File: src/rtl/elevator_call_scheduler.sv
// LOOK-policy elevator scheduler: latches hall/car calls, issues move and door commands over req/ack.
// Optional idle park-to-home behaviour is compiled in with `define HOME_RETURN_EN.
module elevator_call_scheduler #(
   parameter int N_FLOORS   = 8,
   parameter int FLOOR_W    = 4,
   parameter int HOME_FLOOR = 0,
   parameter int HOME_TICKS = 10
) (
   input  logic                CLK,
   input  logic                RST,
   input  logic                tick,
   input  logic [N_FLOORS-1:0] up_call,
   input  logic [N_FLOORS-1:0] down_call,
   input  logic [N_FLOORS-1:0] car_call,
   output logic                move_req,
   output logic                move_dir,
   input  logic                move_ack,
   output logic                door_req,
   input  logic                door_done,
   output logic [FLOOR_W-1:0]  floor,
   output logic                dir_up,
   output logic                dir_down,
   output logic [N_FLOORS-1:0] pend_up,
   output logic [N_FLOORS-1:0] pend_down,
   output logic [N_FLOORS-1:0] pend_car,
   output logic                busy
);

   typedef enum logic [1:0] {S_IDLE, S_DECIDE, S_MOVE, S_DOOR} state_t;

   state_t              state, state_nxt;
   logic                dir_up_nxt, dir_down_nxt, move_dir_nxt, door_entry;
   logic [N_FLOORS-1:0] fbit, below_mask, above_mask, all_pend;
   logic [N_FLOORS-1:0] absorb, up_in, down_in, car_in, home_bit;
   logic [N_FLOORS-1:0] clr_up, clr_down, clr_car;
   logic                here_car, here_up, here_down, req_above, req_below;

   assign fbit       = N_FLOORS'(1) << floor;
   assign below_mask = fbit - N_FLOORS'(1);
   assign above_mask = ~(below_mask | fbit);
   assign all_pend   = pend_up | pend_down | pend_car;

   // Calls at the current floor are swallowed while the door is cycling there.
   assign absorb  = (state == S_DOOR) ? fbit : '0;
   assign up_in   = up_call & ~absorb & ~(N_FLOORS'(1) << (N_FLOORS - 1));
   assign down_in = down_call & ~absorb & ~N_FLOORS'(1);
   assign car_in  = (car_call | home_bit) & ~absorb;

   assign here_car  = |(pend_car & fbit);
   assign here_up   = |(pend_up & fbit);
   assign here_down = |(pend_down & fbit);
   assign req_above = |(all_pend & above_mask);
   assign req_below = |(all_pend & below_mask);

   assign move_req = (state == S_MOVE);
   assign door_req = (state == S_DOOR);
   assign busy     = (state != S_IDLE);

   always_comb begin
      state_nxt    = state;
      dir_up_nxt   = dir_up;
      dir_down_nxt = dir_down;
      move_dir_nxt = move_dir;
      door_entry   = 1'b0;
      unique case (state)
         S_IDLE: begin
            dir_up_nxt   = 1'b0;
            dir_down_nxt = 1'b0;
            if (|(all_pend | up_in | down_in | car_in))
               state_nxt = S_DECIDE;
         end
         S_DECIDE: begin
            if (here_car || (dir_up && here_up) || (dir_down && here_down) ||
                (!dir_up && !dir_down && (here_up || here_down))) begin
               door_entry = 1'b1;
            end else if (dir_up && req_above) begin
               state_nxt    = S_MOVE;
               move_dir_nxt = 1'b1;
            end else if (dir_down && req_below) begin
               state_nxt    = S_MOVE;
               move_dir_nxt = 1'b0;
            end else if (dir_up && here_down) begin
               dir_up_nxt   = 1'b0;
               dir_down_nxt = 1'b1;
               door_entry   = 1'b1;
            end else if (dir_down && here_up) begin
               dir_up_nxt   = 1'b1;
               dir_down_nxt = 1'b0;
               door_entry   = 1'b1;
            // Nothing ahead: reverse, or pick a fresh direction preferring up.
            end else if (req_above) begin
               state_nxt    = S_MOVE;
               move_dir_nxt = 1'b1;
               dir_up_nxt   = 1'b1;
               dir_down_nxt = 1'b0;
            end else if (req_below) begin
               state_nxt    = S_MOVE;
               move_dir_nxt = 1'b0;
               dir_up_nxt   = 1'b0;
               dir_down_nxt = 1'b1;
            end else begin
               state_nxt = S_IDLE;
            end
            if (door_entry)
               state_nxt = S_DOOR;
         end
         S_MOVE: begin
            if (move_ack)
               state_nxt = S_DECIDE;
         end
         S_DOOR: begin
            if (door_done)
               state_nxt = S_DECIDE;
         end
      endcase
   end

   // With no committed direction both hall calls at the floor are served.
   assign clr_car  = door_entry ? fbit : '0;
   assign clr_up   = (door_entry && (dir_up_nxt || !dir_down_nxt)) ? fbit : '0;
   assign clr_down = (door_entry && (dir_down_nxt || !dir_up_nxt)) ? fbit : '0;

   always_ff @(posedge CLK or posedge RST) begin
      if (RST) begin
         state     <= S_IDLE;
         floor     <= '0;
         dir_up    <= 1'b0;
         dir_down  <= 1'b0;
         move_dir  <= 1'b0;
         pend_up   <= '0;
         pend_down <= '0;
         pend_car  <= '0;
      end else begin
         state     <= state_nxt;
         dir_up    <= dir_up_nxt;
         dir_down  <= dir_down_nxt;
         move_dir  <= move_dir_nxt;
         pend_up   <= (pend_up | up_in) & ~clr_up;
         pend_down <= (pend_down | down_in) & ~clr_down;
         pend_car  <= (pend_car | car_in) & ~clr_car;
         if (state == S_MOVE && move_ack) begin
            if (move_dir && floor != FLOOR_W'(N_FLOORS - 1))
               floor <= floor + FLOOR_W'(1);
            else if (!move_dir && floor != '0)
               floor <= floor - FLOOR_W'(1);
         end
      end
   end

`ifdef HOME_RETURN_EN
   localparam int CNT_W = $clog2(HOME_TICKS + 1);

   logic [CNT_W-1:0] home_cnt;
   logic             home_hit;

   assign home_hit = (home_cnt == CNT_W'(HOME_TICKS));
   assign home_bit = home_hit ? (N_FLOORS'(1) << HOME_FLOOR) : '0;

   always_ff @(posedge CLK or posedge RST) begin
      if (RST)
         home_cnt <= '0;
      else if (state != S_IDLE || (|all_pend) || floor == FLOOR_W'(HOME_FLOOR))
         home_cnt <= '0;
      else if (tick && !home_hit)
         home_cnt <= home_cnt + CNT_W'(1);
   end
`else
   assign home_bit = '0;
`endif

endmodule

File: config.mk
export PLATFORM = sky130hd
export DESIGN_NAME = elevator_call_scheduler
export DESIGN_NICKNAME = d
export VERILOG_FILES = /design/src/rtl/elevator_call_scheduler.sv
export SDC_FILE = /design/constraint.sdc
export NUM_CORES = 1
export LEC_CHECK = 0
export CAP_MARGIN = 20
export CORE_MARGIN = 2
export CORE_UTILIZATION = 53
export CTS_CLUSTER_DIAMETER = 80
export DETAILED_ROUTE_END_ITERATION = 7
export GPL_TIMING_DRIVEN = 0
export PLACE_DENSITY = 0.86
export SETUP_SLACK_MARGIN = 0.15
export SYNTH_ARGS = -nofsm -noshare
export SYNTH_HDL_FRONTEND = slang
export SYNTH_SLANG_ARGS = --single-unit
export TNS_END_PERCENT = 5
File: constraint.sdc
create_clock -name CLK -period 7.52 [get_ports CLK]
set_input_delay 1.128 -clock CLK [delete_from_list [all_inputs] [get_ports CLK]]
set_output_delay 1.128 -clock CLK [all_outputs]
set_load 0.01 [all_outputs]
==> summary.md, run 1 <==
| Metric | Value |
|---|---|
| Top Ports | 63 |
| Crit path launch type | register |
| Leak | approximately 0.0012 uW |
| Total GRT Usage | 0.297 |
| Ys flop type | dfrtp_1 |
| Total power | about 1300 uW |
| Synth cell count leaders | 34 x a21oi_1, 33 x dfrtp_1, 25 x nor2_1, 21 x nand2_1, 15 x inv_1 |
| CTS root buf | clkbuf_8 |
| Die Wd | just over 70 um |
| Row count | 24 |
| H-tree Lvls | 2 |
| Worst slack, placed | roughly 3400 ps |
| Starting Density | 0.549 |
| TritonCTS buffer count | 5 |
| Post-synth EDFFs | 0 |
| Sw Ratio | 0.481 |
| Largest net degree at the start of global routing | 19 |
| Max FO, Critical Path | 10 |
| Resize count post-CTS | 0 |
| Critical Path RT | between 7000 and 8000 ps |
| Crit path capture type | register |
| Final Skew | 7.01 ps |
| Vias per cell | slightly above 6 |
| Grt ovf | 0 |
| R2r setup slk | roughly 3300 ps |
| Detailed router's first-iteration violation count | between 200 and 250 |
| Worst slew pin tran | 768 ps |
| Worst vdd ir | between 0.2 and 0.25 mV |
| CTS Hold Buffers Added | 0 |
| Total clock sinks | 33 |
| MaxCap Viol Count | 0 |
| WHS Endpoint | pend_car[5] |
| First-pass GRT wire length | around 12 mm |
| Hold Crit Depth | 2 |
| Hold path startpoint | pend_car[5] |
| Area delta synth->final | 32.1% |
| WHS | 571 ps |
| Core area | between 4000 and 5000 um^2 |
| Async set-or-reset flop fraction in the synthesized netlist | 1.00 |
| Fin Setup TNS | 0 ps |
| Switching Power | between 600 and 700 uW |
| Clock Path Buffers | 2 |
| Distinct cell type count after synthesis | between 60 and 70 |
| Max transition margin | 0.488 |
| Count of buffer and inverter cells on the critical path | 4 |
| Reg2Reg Capture Point | pend_up[2] |
| Final setup margin | 3300 ps |
| Cell-internal power | 670 uW |
| FF-to-FF path depth | 16 |
| Final slew viol count | 0 |
| Clock transition at path regs | about 70 ps |
| FILL cells | 363 |
| DR pass1 iterations | 5 |
| Synthesized area | roughly 2400 um^2 |
| Cell Pwr Density | about 410 nW/um^2 |
| Synth top area share | 0.346 |
| Vias in the first global route | between 2000 and 2500 |
| Hold Crit Class | register to register |
| Comb pwr share | 0.660 |
| Sequential area share after synthesis | 0.346 |
| Sequential share of power | 0.238 |
| Unrepaired setup endpoints after global routing | false |
| Reg2Reg Launch Point | floor[2] |
| Clk pwr share | 0.102 |
| Vias post-DR | between 2000 and 2500 |
| Dpl hpwl | about 5.4 mm |
| Delay-heaviest family, CP | compound AO/OA/AOI/OAI gates |
| Post-synthesis register bit count | 33 |
| Number of diodes | 0 |
| Worst skew pair latency | between 200 and 300 ps |
| Slowest CP cell | nor3_1 |
| Hold Fails Final Rpt | 0 |
| Drt wl/cell | between 15 and 20 um |
| Yosys top cell by area | dfrtp_1 |
| Post-Route WL | between 7 and 8 mm |
| Mapped Nets | between 300 and 400 |
| Most common cell in the netlist | a21oi_1 |
| Crit. path cell count | 16 |
| Part of the cycle the worst path needs | 0.561 |
| # nets final | 375 |
| Fmax | 0.237 GHz |
| Status | finished, final reports clean |
| CTS tree | built |
| Crit path DAT | around 4400 ps |
| Synthesized area per cell | approximately 8.9 um^2 |
| Post-DRT Antenna Nets | 0 |
| Gate Count Post-Synth | between 200 and 300 |
| Crit-path cells | buf_2 -> buf_1 -> nor3_1 -> inv_1 -> ha_1 -> o21ai_0 -> ha_1 -> o31ai_1 -> o2111ai_1 -> nor3_4 -> a41o_1 -> a311oi_2 -> nand2b_1 -> buf_6 -> a21oi_2 -> a21oi_1 |
| Max incr delay on CP | 540 ps |
| Ys Warns | 0 |
| Final min period | roughly 4200 ps |
| Initial antenna violation count | 0 |
| DIE AREA | 5060 um^2 |
| Layout cells sized above 1 | 0.113 |
| DRC Markers | 0 |
| Post-CTS setup repair buffer count | 0 |
| Gpl congestion | roughly 0.99 |
| Setup CP Type | register to register |
| Ranking of synthesized cells by area | dfrtp_1 35%, a21oi_1 7.1%, ha_1 5.2% |
| Die height | roughly 70 um |
| CP most frequent cell | ha_1 |
| Setup violators final | 0 |
| I/O Buffers | between 50 and 60 |
-- placed cells by master (no fill, tap or decap), types with 2 or more instances in the layout --
cell type         n
clkinv_2          3
nand2_1          21
or4_1             3
or3_1             3
inv_1            15
o32a_1            3
o2111ai_1         2
xnor2_1           4
nor2b_1           5
nand2b_1          4
a22o_1            2
o22a_1            2
ha_1             10
nor3_1            8
nor3b_1           2
clkbuf_1          7
o21ai_0           9
buf_2             3
a21oi_1          34
nor2_1           25
o31ai_1          10
clkdlybuf4s50_1  59
dfrtp_1          33
nand4_1           3
o21a_1            2
mux4_2            2
clkbuf_8          5
a21oi_2           8
mux2i_1           9
buf_6             2
nor4_1            2
o22ai_1           2
and2_1            2
-- power groups by stage --
stage               combinational (uW)  clock, uW  sequential [uW]
detailed placement                 837          0              309
finish                             852        132              308
CTS                                843        132              306
floorplan                          542          0              313
global route                       924        139              316
global placement                   824          0              306
-- per-stage QoR --
stage	cell area, um^2	util	std cells
floorplan	2390	-	268
global placement	3040	0.699	379
detailed placement	3070	0.705	380
CTS	3150	0.724	388
global route	3150	0.724	388
finish	3150	0.724	388
-- sequential cells by signal, summed over array words and instances (netlist names) --
register   count
dir_up         1
dir_down       1
move_dir       1
pend_down      8
floor          4
pend_car       8
pend_up        8
state          2
-- worst register-to-register path, stage by stage, from the launching register on --
cell	delay [ps]
dfrtp_1	410
buf_2	180
buf_1	280
nor3_1	540
inv_1	180
ha_1	260
o21ai_0	100
ha_1	250
o31ai_1	70
o2111ai_1	240
nor3_4	350
a41o_1	160
a311oi_2	140
nand2b_1	200
buf_6	160
a21oi_2	410
a21oi_1	150
-- how the worst max path moves through the flow --
stage	startpoint	end	slack, ps
after floorplan	floor[2]	pend_down[2]	4130
after global placement	floor[2]	pend_up[0]	3470
after detailed placement	floor[2]	pend_up[2]	3420
after CTS	floor[2]	pend_up[0]	3410
after global routing	floor[2]	pend_up[2]	3130
final	floor[2]	pend_up[2]	3300
-- routing by layer --
metal	part of all wire	up-vias	global-route usage
li1	-	1122	-
met1	0.43	1162	0.403
met2	0.48	116	0.494
met3	0.078	14	0.0527
met4	0.018	0	0.0776
met5	0	-	0
-- layout make-up --
type | count | area, um^2 | area share
Multi-Input combinational cell | 207 | 1440 | 0.456
Sequential cell | 33 | 826 | 0.262
Timing Repair Buffer | 60 | 618 | 0.196
Clock buffer | 6 | 72.6 | 0.0230
Tap cell | 52 | 65.1 | 0.0206
Buffer | 12 | 63.8 | 0.0202
Inverter | 16 | 61.3 | 0.0194
Clock inverter | 2 | 10.0 | 0.00317
-- logic make-up after synthesis --
logic type / count (synthesis) / synth area share
xor gates and xnor gates: 5 / 0.0183
buffers and inverters: 28 / 0.0524
muxes: 12 / 0.0613
AOI/OAI and AO/OA: 93 / 0.278
adders and majority gates: 11 / 0.0608
DFF: 33 / 0.346
and+or+nand+nor: 86 / 0.183
No activity file was read; power rests on OpenSTA's default activity.
==> run 2, diff against run 1 <==
--- a/config.mk
+++ b/config.mk
@@ -7,11 +7,11 @@
 export LEC_CHECK = 0
 export CAP_MARGIN = 20
 export CORE_MARGIN = 2
-export CORE_UTILIZATION = 53
+export CORE_UTILIZATION = 49
 export CTS_CLUSTER_DIAMETER = 80
 export DETAILED_ROUTE_END_ITERATION = 7
 export GPL_TIMING_DRIVEN = 0
-export PLACE_DENSITY = 0.86
+export PLACE_DENSITY = 0.81
 export SETUP_SLACK_MARGIN = 0.15
 export SYNTH_ARGS = -nofsm -noshare
 export SYNTH_HDL_FRONTEND = slang
==> constraint.sdc (replaced) <==
create_clock -name CLK -period 4 [get_ports CLK]
set_input_delay 0.6 -clock CLK [delete_from_list [all_inputs] [get_ports CLK]]
set_output_delay 0.6 -clock CLK [all_outputs]
set_load 0.01 [all_outputs]
==> run 2 against run 1 <==
Clock power is 120% higher; sequential cell count unchanged; worst setup slack got worse by 3000 ps; largest power group unchanged; non-clock buffer count grew 1; clock skew about the same.
==> summary.md, run 2 (same netlist as run 1, synthesis figures left out) <==
| Metric | Value |
|---|---|
| Die height | 73.8 um (+3.8%) |
| Status | finished, final reports clean |
| Die Wd | 73.8 um (+3.8%) |
| Commonest non-fill, non-tap cells in the layout | 59 x clkdlybuf4s50_1, 34 x a21oi_1, 32 x dfrtp_1 |
| CTS root buf | clkbuf_8 |
| Total GRT Usage | 0.274 (-0.0229) |
| Hold Crit Class | register to register |
| Clk pwr share | 0.113 (+0.011) |
| Initial antenna violation count | 0 (unchanged) |
| Row count | 25 (+4.2%) |
| DIE AREA | 5450 um^2 (+7.7%) |
| Max FO, Critical Path | 10 (unchanged) |
| Clock transition at path regs | 70 ps (about the same) |
| Total clock sinks | 33 (unchanged) |
| Crit path DAT | 3850 ps (-510 ps) |
| Reg2Reg Launch Point | floor[2] |
| DRC Markers | 0 (unchanged) |
| Leak | 0.00123 uW (+2.4%) |
| Sw Ratio | 0.478 (-0.00253) |
| Crit. path cell count | 17 (+1) |
| CTS tree | built |
| Count of buffer and inverter cells on the critical path | 5 (+1) |
| Setup CP Type | register to register |
| Reg2Reg Capture Point | pend_down[5] |
| Worst slack, placed | -83.6 ps (-3500 ps) |
| Placed Cells | 395 (+3.9%) |
| Worst skew pair latency | 290 ps (about the same) |
| Starting Density | 0.506 (-0.0429) |
| Top Ports | 63 (unchanged) |
| Drt wl/cell | 17.5 um (-4.7%) |
| FF-to-FF path depth | 17 (+1) |
| Final setup margin | 320 ps (-2980 ps) |
| First-pass GRT wire length | 11.2 mm (-3.3%) |
| Cell-internal power | 1320 uW (+97%) |
| Core area | 4720 um^2 (+8.5%) |
| Post-Route WL | 7.08 mm (-0.79%) |
| Setup violators final | 0 (unchanged) |
| Crit-path cells | buf_2 -> clkbuf_4 -> nor3_4 -> inv_1 -> ha_1 -> o21ai_0 -> ha_1 -> o31ai_1 -> o2111ai_2 -> nor3_4 -> buf_4 -> nor2_1 -> o21a_1 -> o31ai_4 -> o21ba_1 -> buf_6 -> a21oi_2 |
| Comb pwr share | 0.659 (about the same) |
| Non-filler cells, final | 404 (+4.1%) |
| Crit path launch type | register |
| Vias per cell | 5.90 (-5.2%) |
| Crit path capture type | register |
| Layout cells sized above 1 | 0.148 (+0.0353) |
| Cell Pwr Density | 777 nW/um^2 (+90%) |
| Final slew viol count | 0 (unchanged) |
| Switching Power | 1210 uW (+95%) |
| R2r setup slk | 320 ps (-2980 ps) |
| Clock Path Buffers | 2 (unchanged) |
| Worst setup endpoint | pend_down[5] |
| Delay-heaviest family, CP | compound AO/OA/AOI/OAI gates |
| Grt ovf | 0 (unchanged) |
| Vias in the first global route | 2273 (-0.18%) |
| Part of the cycle the worst path needs | 0.920 (+0.359) |
| Sequential share of power | 0.228 (-0.010) |
| Crit path launch | floor[2] |
| Final min period | 3680 ps (-536 ps) |
| Number of diodes | 0 (unchanged) |
| Vias post-DR | 2382 (-1.3%) |
| DR pass1 iterations | 4 (-1) |
| Worst vdd ir | 0.331 mV (+65%) |
| Hold Fails Final Rpt | 0 (unchanged) |
| # nets final | 376 (+0.27%) |
| Most common cell after layout, fill and taps aside | clkdlybuf4s50_1 |
| Critical Path RT | 4170 ps (-3490 ps) |
| WHS | 567 ps (-4.57 ps) |
| Gpl congestion | 0.989 (about the same) |
| Post-DRT Antenna Nets | 0 (unchanged) |
| TritonCTS buffer count | 5 (unchanged) |
| H-tree Lvls | 2 (unchanged) |
| Largest net degree at the start of global routing | 19 (unchanged) |
| Unrepaired setup endpoints after global routing | false |
| Detailed router's first-iteration violation count | 163 (-25%) |
| Max incr delay on CP | 410 ps (-130 ps) |
| Util after Layout | 0.691 (-0.0338) |
| Worst slew pin tran | 727 ps (-40.2 ps) |
| Area delta synth->final | 36.6% |
| Largest registers | pend_car (8), pend_down (8), pend_up (8) |
| Final Skew | 6.80 ps (-0.214 ps) |
| MaxCap Viol Count | 0 (unchanged) |
| Slowest CP cell | dfrtp_1 |
| Fmax | 0.272 GHz (+15%) |
| I/O Buffers | 59 (unchanged) |
| Max transition margin | 0.514 (+0.0268) |
| Dpl hpwl | 5.37 mm (-0.59%) |
[run 2: cell types whose count changed in the layout (fill, tap and decap cells not counted), sizes merged]
cell    previous run  this run
clkinv             3         2
clkbuf            12        15
buf                7         6
[run 2: cell type report]
class | count | area, um^2
tap | 67 | 83.8
buffer | 12 | 70.1
clock buffer | 7 | 96.3
inverter | 16 | 61.3
clock inverter | 1 | 5.00
timing repair buffer | 61 | 626
multi-input combinational | 207 | 1490
fill | 390 | 1460
sequential | 33 | 827
[run 2: worst min-delay path: stages, from the launching register on]
cell and delay (ps):
dfrtp_1 400, a21oi_1 60, nor2_1 80
[run 2: per-stage QoR]
step | cell area [um^2] | TNS [ps] | total power (uW)
floorplan | 2390 | 0 | 1610
global placement | 3060 | -347 | 2130
detailed placement | 3090 | -625 | 2160
CTS | 3210 | 0 | 2470
global route | 3260 | 0 | 2710
finish | 3260 | 0 | 2530
[run 2: worst min-delay path by stage]
stage	from	to	slack, ps	cells past startpoint
global route	pend_up[7]	pend_up[7]	620	1
detailed placement	pend_car[5]	pend_car[5]	540	2
CTS	pend_car[5]	pend_car[5]	560	2
global placement	pend_car[5]	pend_car[5]	550	2
finish	pend_car[5]	pend_car[5]	570	2
floorplan	state[1]	move_dir	550	3
[run 2: what timing repair did]
| item | in CTS | in global routing |
|---|---|---|
| endpoints found under the setup margin | 16 | 16 |
| hold buffers | 0 | 0 |
| gates resized for setup | 3 | 11 |
| buffers inserted | 0 | 1 |
| pin swaps | 0 | 2 |
[run 2: routing by layer]
metal | global-route usage | share of wire | wire (um)
met5 | 0 | 0 | 0
met4 | 0.101 | 0.024 | 171
met3 | 0.0576 | 0.072 | 511
met2 | 0.433 | 0.47 | 3310
met1 | 0.371 | 0.44 | 3090
[run 2: power by group through the flow]
stage | clock network, uW | registers (uW) | logic, uW
2_1_floorplan | 0 | 589 | 1020
3_3_place_gp | 0 | 578 | 1560
3_5_place_dp | 0 | 580 | 1580
4_1_cts | 287 | 575 | 1610
5_1_grt | 300 | 598 | 1810
6_report | 285 | 578 | 1670
